--- src/rtl/gf_muls_2_masked_sched_pkg.sv ---
// Shared types and helpers for the masked GF(2^2) datapath.
//   gf2_t          : one GF(2^2) element in normal basis [Omega^2, Omega]
//   sched_state_t  : states of the multiplier scheduler
//   gf2_sum3       : expands a 2-bit share into the leaf operand format {hi^lo, hi, lo}
package aes_mask_pkg;

  typedef logic [1:0] gf2_t;

  typedef enum logic [2:0] {
    IDLE = 3'd0,
    M00  = 3'd1,
    M01  = 3'd2,
    M10  = 3'd3,
    M11  = 3'd4,
    RESP = 3'd5
  } sched_state_t;

  function automatic logic [2:0] gf2_sum3(gf2_t s);
    return {^s, s};
  endfunction

endpackage

--- src/rtl/gf_muls_2_masked_sched_if.sv ---
// Requester / randomness / response bundle of the masked multiplier scheduler.
//   req_valid/req_ready : per-requester job handshake (ready is one-hot)
//   req_x0..req_y1      : 2-bit operand shares, requester i at [2i+1:2i]
//   rnd_valid/rnd/rnd_ready : fresh 2-bit refresh mask
//   rsp_valid/rsp_ready : result handshake; rsp_id names the owning requester
//   rsp_z0/rsp_z1       : result shares
// master = requester/mask side, slave = scheduler side.
interface gf_muls_2_masked_sched_if
  import aes_mask_pkg::*;
#(
  parameter int NREQ = 4,
  parameter int ID_W = (NREQ > 1) ? $clog2(NREQ) : 1
);

  logic [NREQ-1:0]   req_valid;
  logic [NREQ-1:0]   req_ready;
  logic [2*NREQ-1:0] req_x0;
  logic [2*NREQ-1:0] req_x1;
  logic [2*NREQ-1:0] req_y0;
  logic [2*NREQ-1:0] req_y1;
  logic              rnd_valid;
  gf2_t              rnd;
  logic              rnd_ready;
  logic              rsp_valid;
  logic              rsp_ready;
  logic [ID_W-1:0]   rsp_id;
  gf2_t              rsp_z0;
  gf2_t              rsp_z1;

  modport master (
    output req_valid, req_x0, req_x1, req_y0, req_y1, rnd_valid, rnd, rsp_ready,
    input  req_ready, rnd_ready, rsp_valid, rsp_id, rsp_z0, rsp_z1
  );

  modport slave (
    input  req_valid, req_x0, req_x1, req_y0, req_y1, rnd_valid, rnd, rsp_ready,
    output req_ready, rnd_ready, rsp_valid, rsp_id, rsp_z0, rsp_z1
  );

endinterface

--- src/rtl/gf_muls_2_masked_sched_mul.sv ---
// GF(2^2) multiplier leaf, normal basis [Omega^2, Omega].
//   a, b : operands in {hi^lo, hi, lo} format (bit-sum supplied by the caller
//          from a registered share, so no share recombination happens here)
//   p    : product a*b
module gf_muls_2_masked
  import aes_mask_pkg::*;
(
  input  logic [2:0] a,
  input  logic [2:0] b,
  output gf2_t       p
);

  logic sum_term;

  // The bit-sum cross product is common to both output bits.
  assign sum_term = a[2] & b[2];
  assign p        = {(a[1] & b[1]) ^ sum_term, (a[0] & b[0]) ^ sum_term};

endmodule

--- src/rtl/gf_muls_2_masked_sched.sv ---
// Round-robin scheduler sharing one masked GF(2^2) multiplier among NREQ requesters.
// Each job computes z0^z1 = (x0^x1)*(y0^y1) as four share products with the cross
// terms refreshed by one fresh mask r (ISW):
//   z0 = x0*y0 ^ r,   z1 = ((x0*y1 ^ r) ^ x1*y0) ^ x1*y1
// Ports:
//   clk   : clock
//   rst_n : synchronous active-low reset
//   bus   : requester / mask / response bundle (slave side)
module gf_muls_2_masked_sched
  import aes_mask_pkg::*;
#(
  parameter int NREQ = 4,
  parameter int ID_W = (NREQ > 1) ? $clog2(NREQ) : 1
) (
  input  logic                      clk,
  input  logic                      rst_n,
  gf_muls_2_masked_sched_if.slave   bus
);

  localparam logic [2:0] ST_IDLE = IDLE;
  localparam logic [2:0] ST_M00  = M00;
  localparam logic [2:0] ST_M01  = M01;
  localparam logic [2:0] ST_M10  = M10;
  localparam logic [2:0] ST_M11  = M11;
  localparam logic [2:0] ST_RESP = RESP;

  logic [2:0]      state;
  logic [ID_W-1:0] ptr;
  gf2_t            x0_q, x1_q, y0_q, y1_q, r_q;
  gf2_t            acc0, acc1;
  logic            rsp_valid_q;
  logic [ID_W-1:0] rsp_id_q;
  gf2_t            rsp_z0_q, rsp_z1_q;

  logic            found;
  logic [ID_W-1:0] winner;
  logic            grant;
  gf2_t            sel_x, sel_y, p;

  // Round-robin search starting just after the last winner.
  always_comb begin
    // NOTE: every combinational output is given a default first so no path leaves it unassigned.
    found  = 1'b0;
    winner = '0;
    for (int k = 1; k <= NREQ; k++) begin
      if (!found && bus.req_valid[(int'(ptr) + k) % NREQ]) begin
        found  = 1'b1;
        winner = ID_W'((int'(ptr) + k) % NREQ);
      end
    end
  end

  // No grant without fresh randomness; reset also suppresses it.
  assign grant         = rst_n && (state == ST_IDLE) && found && bus.rnd_valid;
  assign bus.rnd_ready = grant;

  always_comb begin
    bus.req_ready = '0;
    if (grant) bus.req_ready = NREQ'(1) << winner;
  end

  // Operand select is a function of the registered state only, so the leaf sees
  // stable registered shares for a whole cycle.
  always_comb begin
    sel_x = x0_q;
    sel_y = y0_q;
    case (state)
      ST_M01: sel_y = y1_q;
      ST_M10: sel_x = x1_q;
      ST_M11: begin
        sel_x = x1_q;
        sel_y = y1_q;
      end
      default: ;
    endcase
  end

  gf_muls_2_masked u_mul (
    .a (gf2_sum3(sel_x)),
    .b (gf2_sum3(sel_y)),
    .p (p)
  );

  // NOTE: state registers use non-blocking assignments so every flop samples pre-edge values.
  always_ff @(posedge clk) begin
    if (!rst_n) begin
      state       <= ST_IDLE;
      ptr         <= ID_W'(NREQ - 1);
      x0_q        <= '0;
      x1_q        <= '0;
      y0_q        <= '0;
      y1_q        <= '0;
      r_q         <= '0;
      acc0        <= '0;
      acc1        <= '0;
      rsp_valid_q <= 1'b0;
      rsp_id_q    <= '0;
      rsp_z0_q    <= '0;
      rsp_z1_q    <= '0;
    end else begin
      case (state)
        ST_IDLE: begin
          if (grant) begin
            x0_q     <= bus.req_x0[2*int'(winner) +: 2];
            x1_q     <= bus.req_x1[2*int'(winner) +: 2];
            y0_q     <= bus.req_y0[2*int'(winner) +: 2];
            y1_q     <= bus.req_y1[2*int'(winner) +: 2];
            r_q      <= bus.rnd;
            rsp_id_q <= winner;
            ptr      <= winner;
            state    <= ST_M00;
          end
        end
        ST_M00: begin
          acc0  <= p ^ r_q;
          state <= ST_M01;
        end
        // The masked x0*y1 term must be folded into acc1 before any x1 product.
        ST_M01: begin
          acc1  <= p ^ r_q;
          state <= ST_M10;
        end
        ST_M10: begin
          acc1  <= acc1 ^ p;
          state <= ST_M11;
        end
        ST_M11: begin
          acc1        <= acc1 ^ p;
          rsp_z0_q    <= acc0;
          rsp_z1_q    <= acc1 ^ p;
          rsp_valid_q <= 1'b1;
          state       <= ST_RESP;
        end
        ST_RESP: begin
          if (bus.rsp_ready) begin
            rsp_valid_q <= 1'b0;
            state       <= ST_IDLE;
          end
        end
        default: state <= ST_IDLE;
      endcase
    end
  end

  assign bus.rsp_valid = rsp_valid_q;
  assign bus.rsp_id    = rsp_id_q;
  assign bus.rsp_z0    = rsp_z0_q;
  assign bus.rsp_z1    = rsp_z1_q;

endmodule
--- src/flat_wrapper.sv ---
// flat-port wrapper written by rule: the top's interface ports become plain ports
module gf_muls_2_masked_sched_flat import aes_mask_pkg::*;
#(
  parameter int NREQ = 4,
  parameter int ID_W = (NREQ > 1) ? $clog2(NREQ) : 1
)
  (clk, rst_n, bus_req_valid, bus_req_x0, bus_req_x1, bus_req_y0, bus_req_y1, bus_rnd_valid, bus_rnd, bus_rsp_ready, bus_req_ready, bus_rnd_ready, bus_rsp_valid, bus_rsp_id, bus_rsp_z0, bus_rsp_z1);
  gf_muls_2_masked_sched_if #(.NREQ(NREQ), .ID_W(ID_W)) bus_i ();
  input  logic clk;
  input  logic rst_n;
  input wire logic [$bits(bus_i.req_valid)-1:0] bus_req_valid;
  input wire logic [$bits(bus_i.req_x0)-1:0] bus_req_x0;
  input wire logic [$bits(bus_i.req_x1)-1:0] bus_req_x1;
  input wire logic [$bits(bus_i.req_y0)-1:0] bus_req_y0;
  input wire logic [$bits(bus_i.req_y1)-1:0] bus_req_y1;
  input wire logic [$bits(bus_i.rnd_valid)-1:0] bus_rnd_valid;
  input wire logic [$bits(bus_i.rnd)-1:0] bus_rnd;
  input wire logic [$bits(bus_i.rsp_ready)-1:0] bus_rsp_ready;
  output wire logic [$bits(bus_i.req_ready)-1:0] bus_req_ready;
  output wire logic [$bits(bus_i.rnd_ready)-1:0] bus_rnd_ready;
  output wire logic [$bits(bus_i.rsp_valid)-1:0] bus_rsp_valid;
  output wire logic [$bits(bus_i.rsp_id)-1:0] bus_rsp_id;
  output wire logic [$bits(bus_i.rsp_z0)-1:0] bus_rsp_z0;
  output wire logic [$bits(bus_i.rsp_z1)-1:0] bus_rsp_z1;
  assign bus_i.req_valid = bus_req_valid;
  assign bus_i.req_x0 = bus_req_x0;
  assign bus_i.req_x1 = bus_req_x1;
  assign bus_i.req_y0 = bus_req_y0;
  assign bus_i.req_y1 = bus_req_y1;
  assign bus_i.rnd_valid = bus_rnd_valid;
  assign bus_i.rnd = bus_rnd;
  assign bus_i.rsp_ready = bus_rsp_ready;
  assign bus_req_ready = bus_i.req_ready;
  assign bus_rnd_ready = bus_i.rnd_ready;
  assign bus_rsp_valid = bus_i.rsp_valid;
  assign bus_rsp_id = bus_i.rsp_id;
  assign bus_rsp_z0 = bus_i.rsp_z0;
  assign bus_rsp_z1 = bus_i.rsp_z1;
  gf_muls_2_masked_sched #(.NREQ(NREQ), .ID_W(ID_W)) u_core (.clk(clk), .rst_n(rst_n), .bus(bus_i));
endmodule
--- config.mk ---
export PLATFORM = sky130hd
export DESIGN_NAME = gf_muls_2_masked_sched_flat
export DESIGN_NICKNAME = d
export VERILOG_FILES = /design/src/rtl/gf_muls_2_masked_sched_pkg.sv /design/src/rtl/gf_muls_2_masked_sched_if.sv /design/src/rtl/gf_muls_2_masked_sched_mul.sv /design/src/rtl/gf_muls_2_masked_sched.sv /design/src/flat_wrapper.sv
export SDC_FILE = /design/constraint.sdc
export NUM_CORES = 1
export LEC_CHECK = 0
export CAP_MARGIN = 20
export CELL_PAD_IN_SITES_DETAIL_PLACEMENT = 1
export CELL_PAD_IN_SITES_GLOBAL_PLACEMENT = 2
export CORE_ASPECT_RATIO = 0.8
export CORE_UTILIZATION = 24
export CTS_CLUSTER_SIZE = 30
export DETAILED_ROUTE_END_ITERATION = 10
export GPL_ROUTABILITY_DRIVEN = 0
export PLACE_DENSITY = 0.76
export SETUP_SLACK_MARGIN = 0.3
export SYNTH_ARGS = -nofsm -noshare
export SYNTH_HDL_FRONTEND = slang
export SYNTH_HIERARCHICAL = 1
export SYNTH_SLANG_ARGS = --single-unit
--- constraint.sdc ---
create_clock -name clk -period 2.3 [get_ports clk]
set_input_delay 0.69 -clock clk [delete_from_list [all_inputs] [get_ports clk]]
set_output_delay 0.69 -clock clk [all_outputs]
set_load 0.005 [all_outputs]
==> summary.md <==
| Metric | Value |
|---|---|
| Status | finished, violations left |
| Failing checks | setup timing |
| Placed cell count | about 320 |
| DRT Pass-1 Iters | 2 |
| Register area | roughly 530 um2 |
| Layout fillers | ~730 |
| Layout Cells excl Fill | 341 |
| DP Worst Slack | -920 ps |
| Most flop-heavy register | u_core/state |
| Critical path required time | 1610 ps |
| Initial Util | 0.253 |
| Fin Setup TNS | -100 ps |
| Antenna-violating nets left | 0 |
| Max Freq | 423 MHz |
| Die X | 94.3 um |
| Power, Total | between 1500 and 2000 uW |
| Startpoint types | input port |
| DRT iter0 DRCs | 33 |
| Unrepaired setup endpoints after global routing | yes |
| Area delta synth->final | 66.0% |
| Vias per cell | approximately 4.6 |
| Row count | 26 |
| Max-slew violation count | 0 |
| Final Routed Wirelength | ~4.5 mm |
| Final Cycle Share | 1.03 |
| Crit Path Max Fanout | 4 |
| Clock Path Buffers | 2 |
| Vias | 1,576 |
| Die area | just over 7000 um2 |
| Synth warnings | 6 |
| Crit path capture type | output pin |
| Max_cap viols | 0 |
| Multi-input gate area | 1190 um2 |
| Die Ht | 75.8 um |
| Post-synthesis sequential area ratio | 0.318 |
| Ys async rst share | 0 |
| Crit path arrival time | 1670 ps |
| EDFF count, synth | 0 |
| Hold Buf Count CTS | 0 |
| DRC viols | 0 |
| Clock-pin slew on the worst setup and hold paths | roughly 100 ps |
| WS Path Type | in -> out |
| GRT Util Overall | 0.140 |
| Worst skew pair latency | 280 ps |
| Hold WS | between 400 and 500 ps |
| Core area | 6470 um2 |
| Final setup viols | 3 |
| Max IR drop VDD | 0.000244 V |
| Antenna Cells | 0 |
| Layout cells sized above 1 | 0.385 |
| Post-synthesis cell count | 176 |
| Worst Setup Slack, final | -64.5 ps |
| Port bufs | 53 |
| Min-Delay Path Class | reg -> reg |
| CTS tree | built |
| Final nets | 300 |
| #FFs+latches synth | 26 |
| Fin. Hold Viols | 0 |
| Power Density | 566 nW/um2 |
| Clock Sinks | 26 |
| Detailed Place HPWL | between 3 and 4 mm |
| Largest net degree at the start of global routing | 23 |
| Synthesized area | 1640 um2 |
| Final Skew | 8.93 ps |
| First-pass GRT wire length | 7.73 mm |
| Synth Net Count | 218 |
| Slew HR | 0.565 |
| Largest register FFs | 3 |
| Post-DR wirelength/cell | 13.2 um |
| Gr ovfl total | 0 |
| CTS Buf Count | 3 |
| Initial antenna violation count | 0 |
| Final min period | 2360 ps |
| Pleak | roughly 0.0011 uW |
| Syn avg cell area | 9.29 um2 |
| Synth cell types | 44 |
| Top FF cell, synth | dfxtp_1 |
| Root Driver | clkbuf_8 |
| Vias in the first global route | 1,673 |
| CTS H-tree depth | 1 |
| Worst-Margin Slew | between 600 and 700 ps |
| IO Pins | 54 |
[repair_timing]
item,CTS,global route
setup endpoints to repair,24,20
buffers inserted,5,8
resized for setup,77,12
pin swaps,18,17
[cell type report]
| cell class | instances | share of cell area |
|---|---|---|
| multi-input cells | 134 | 0.438 |
| flip-flops and latches | 26 | 0.195 |
| clock buffers | 4 | 0.0203 |
| repair buffers | 87 | 0.299 |
| well taps | 84 | 0.0387 |
| inverters | 6 | 0.00922 |
[Yosys cell counts, types with 2 or more instances]
master     n  area share
a211oi_1   2      0.0092
a21boi_1   3       0.014
a21oi_1    3      0.0092
buf_2      2      0.0061
buf_6      5       0.034
clkbuf_8   2       0.017
dfxtp_1   26        0.32
inv_1      4      0.0092
inv_2      2      0.0046
mux2i_1   19        0.12
nand2_1   27       0.062
nand2_2    2      0.0076
nand2b_1   4       0.015
nand3_1   13       0.040
nand3b_1   2      0.0092
nor2_1     5       0.011
nor2b_1    5       0.019
nor3b_1    3       0.014
o211a_1    5       0.031
o21ai_1    5       0.015
o221ai_2   9       0.083
xnor2_1    2       0.011
xor2_1     5       0.027
[power breakdown]
part,switching [uW],internal (uW)
Sequential,43.5,507
Combinational,305,378
Clock,150,153
[cell families after synthesis]
group	Yosys count	share of synthesized area
buffers and inverters	16	0.0803
muxes	21	0.130
xor gates and xnor gates	7	0.0375
DFF	26	0.318
AOI/OAI and AO/OA	36	0.215
and+or+nand+nor	70	0.219
[routing by layer]
| layer | vias to the layer above | share of wire | track usage |
|---|---|---|---|
| met4 | 0 | 0.0076 | 0.0256 |
| li1 | 787 | - | - |
| met5 | - | 0 | 0 |
| met1 | 757 | 0.45 | 0.162 |
| met3 | 4 | 0.033 | 0.0319 |
| met2 | 28 | 0.51 | 0.267 |
[per-stage QoR]
step	cell area (um2)	util
floorplan	1720	-
global placement	2410	0.373
detailed placement	2410	0.373
CTS	2620	0.404
global route	2710	0.419
finish	2710	0.419
[worst max-delay path: stages]
cell	delay [ps]
buf_8	100
nor2_4	110
o21ai_2	70
a311oi_4	270
buf_4	190
buf_6	90
nor3_2	30
buf_2	120
[cells in the final DEF (no fill, tap or decap), drive strengths merged, types with 2 or more instances in the layout]
cell and count:
a211oi 2, a21boi 4, a21oi 3, buf 44, clkbuf 4, clkdlybuf4s50 42, dfxtp 26, inv 6
mux2 2, mux2i 19, nand2 29, nand2b 4, nand3 13, nand3b 2, nor2 6, nor2b 5
nor3b 4, o211a 5, o21ai 7, o221ai 9, xnor2 2, xor2 5
[path summary, 6_finish.rpt]
path / from / to / slack (ps) / cells after the start
max: bus_req_valid[0] / bus_req_ready[0] / -60 / 8
min: u_core/acc0[0] / u_core/bus.rsp_z0[0] / 450 / 2
max reg2reg: u_core/state[1] / u_core/acc0[1] / 110 / 11
min reg2reg: u_core/acc0[0] / u_core/bus.rsp_z0[0] / 450 / 2
No activity file was read; power rests on OpenSTA's default activity.
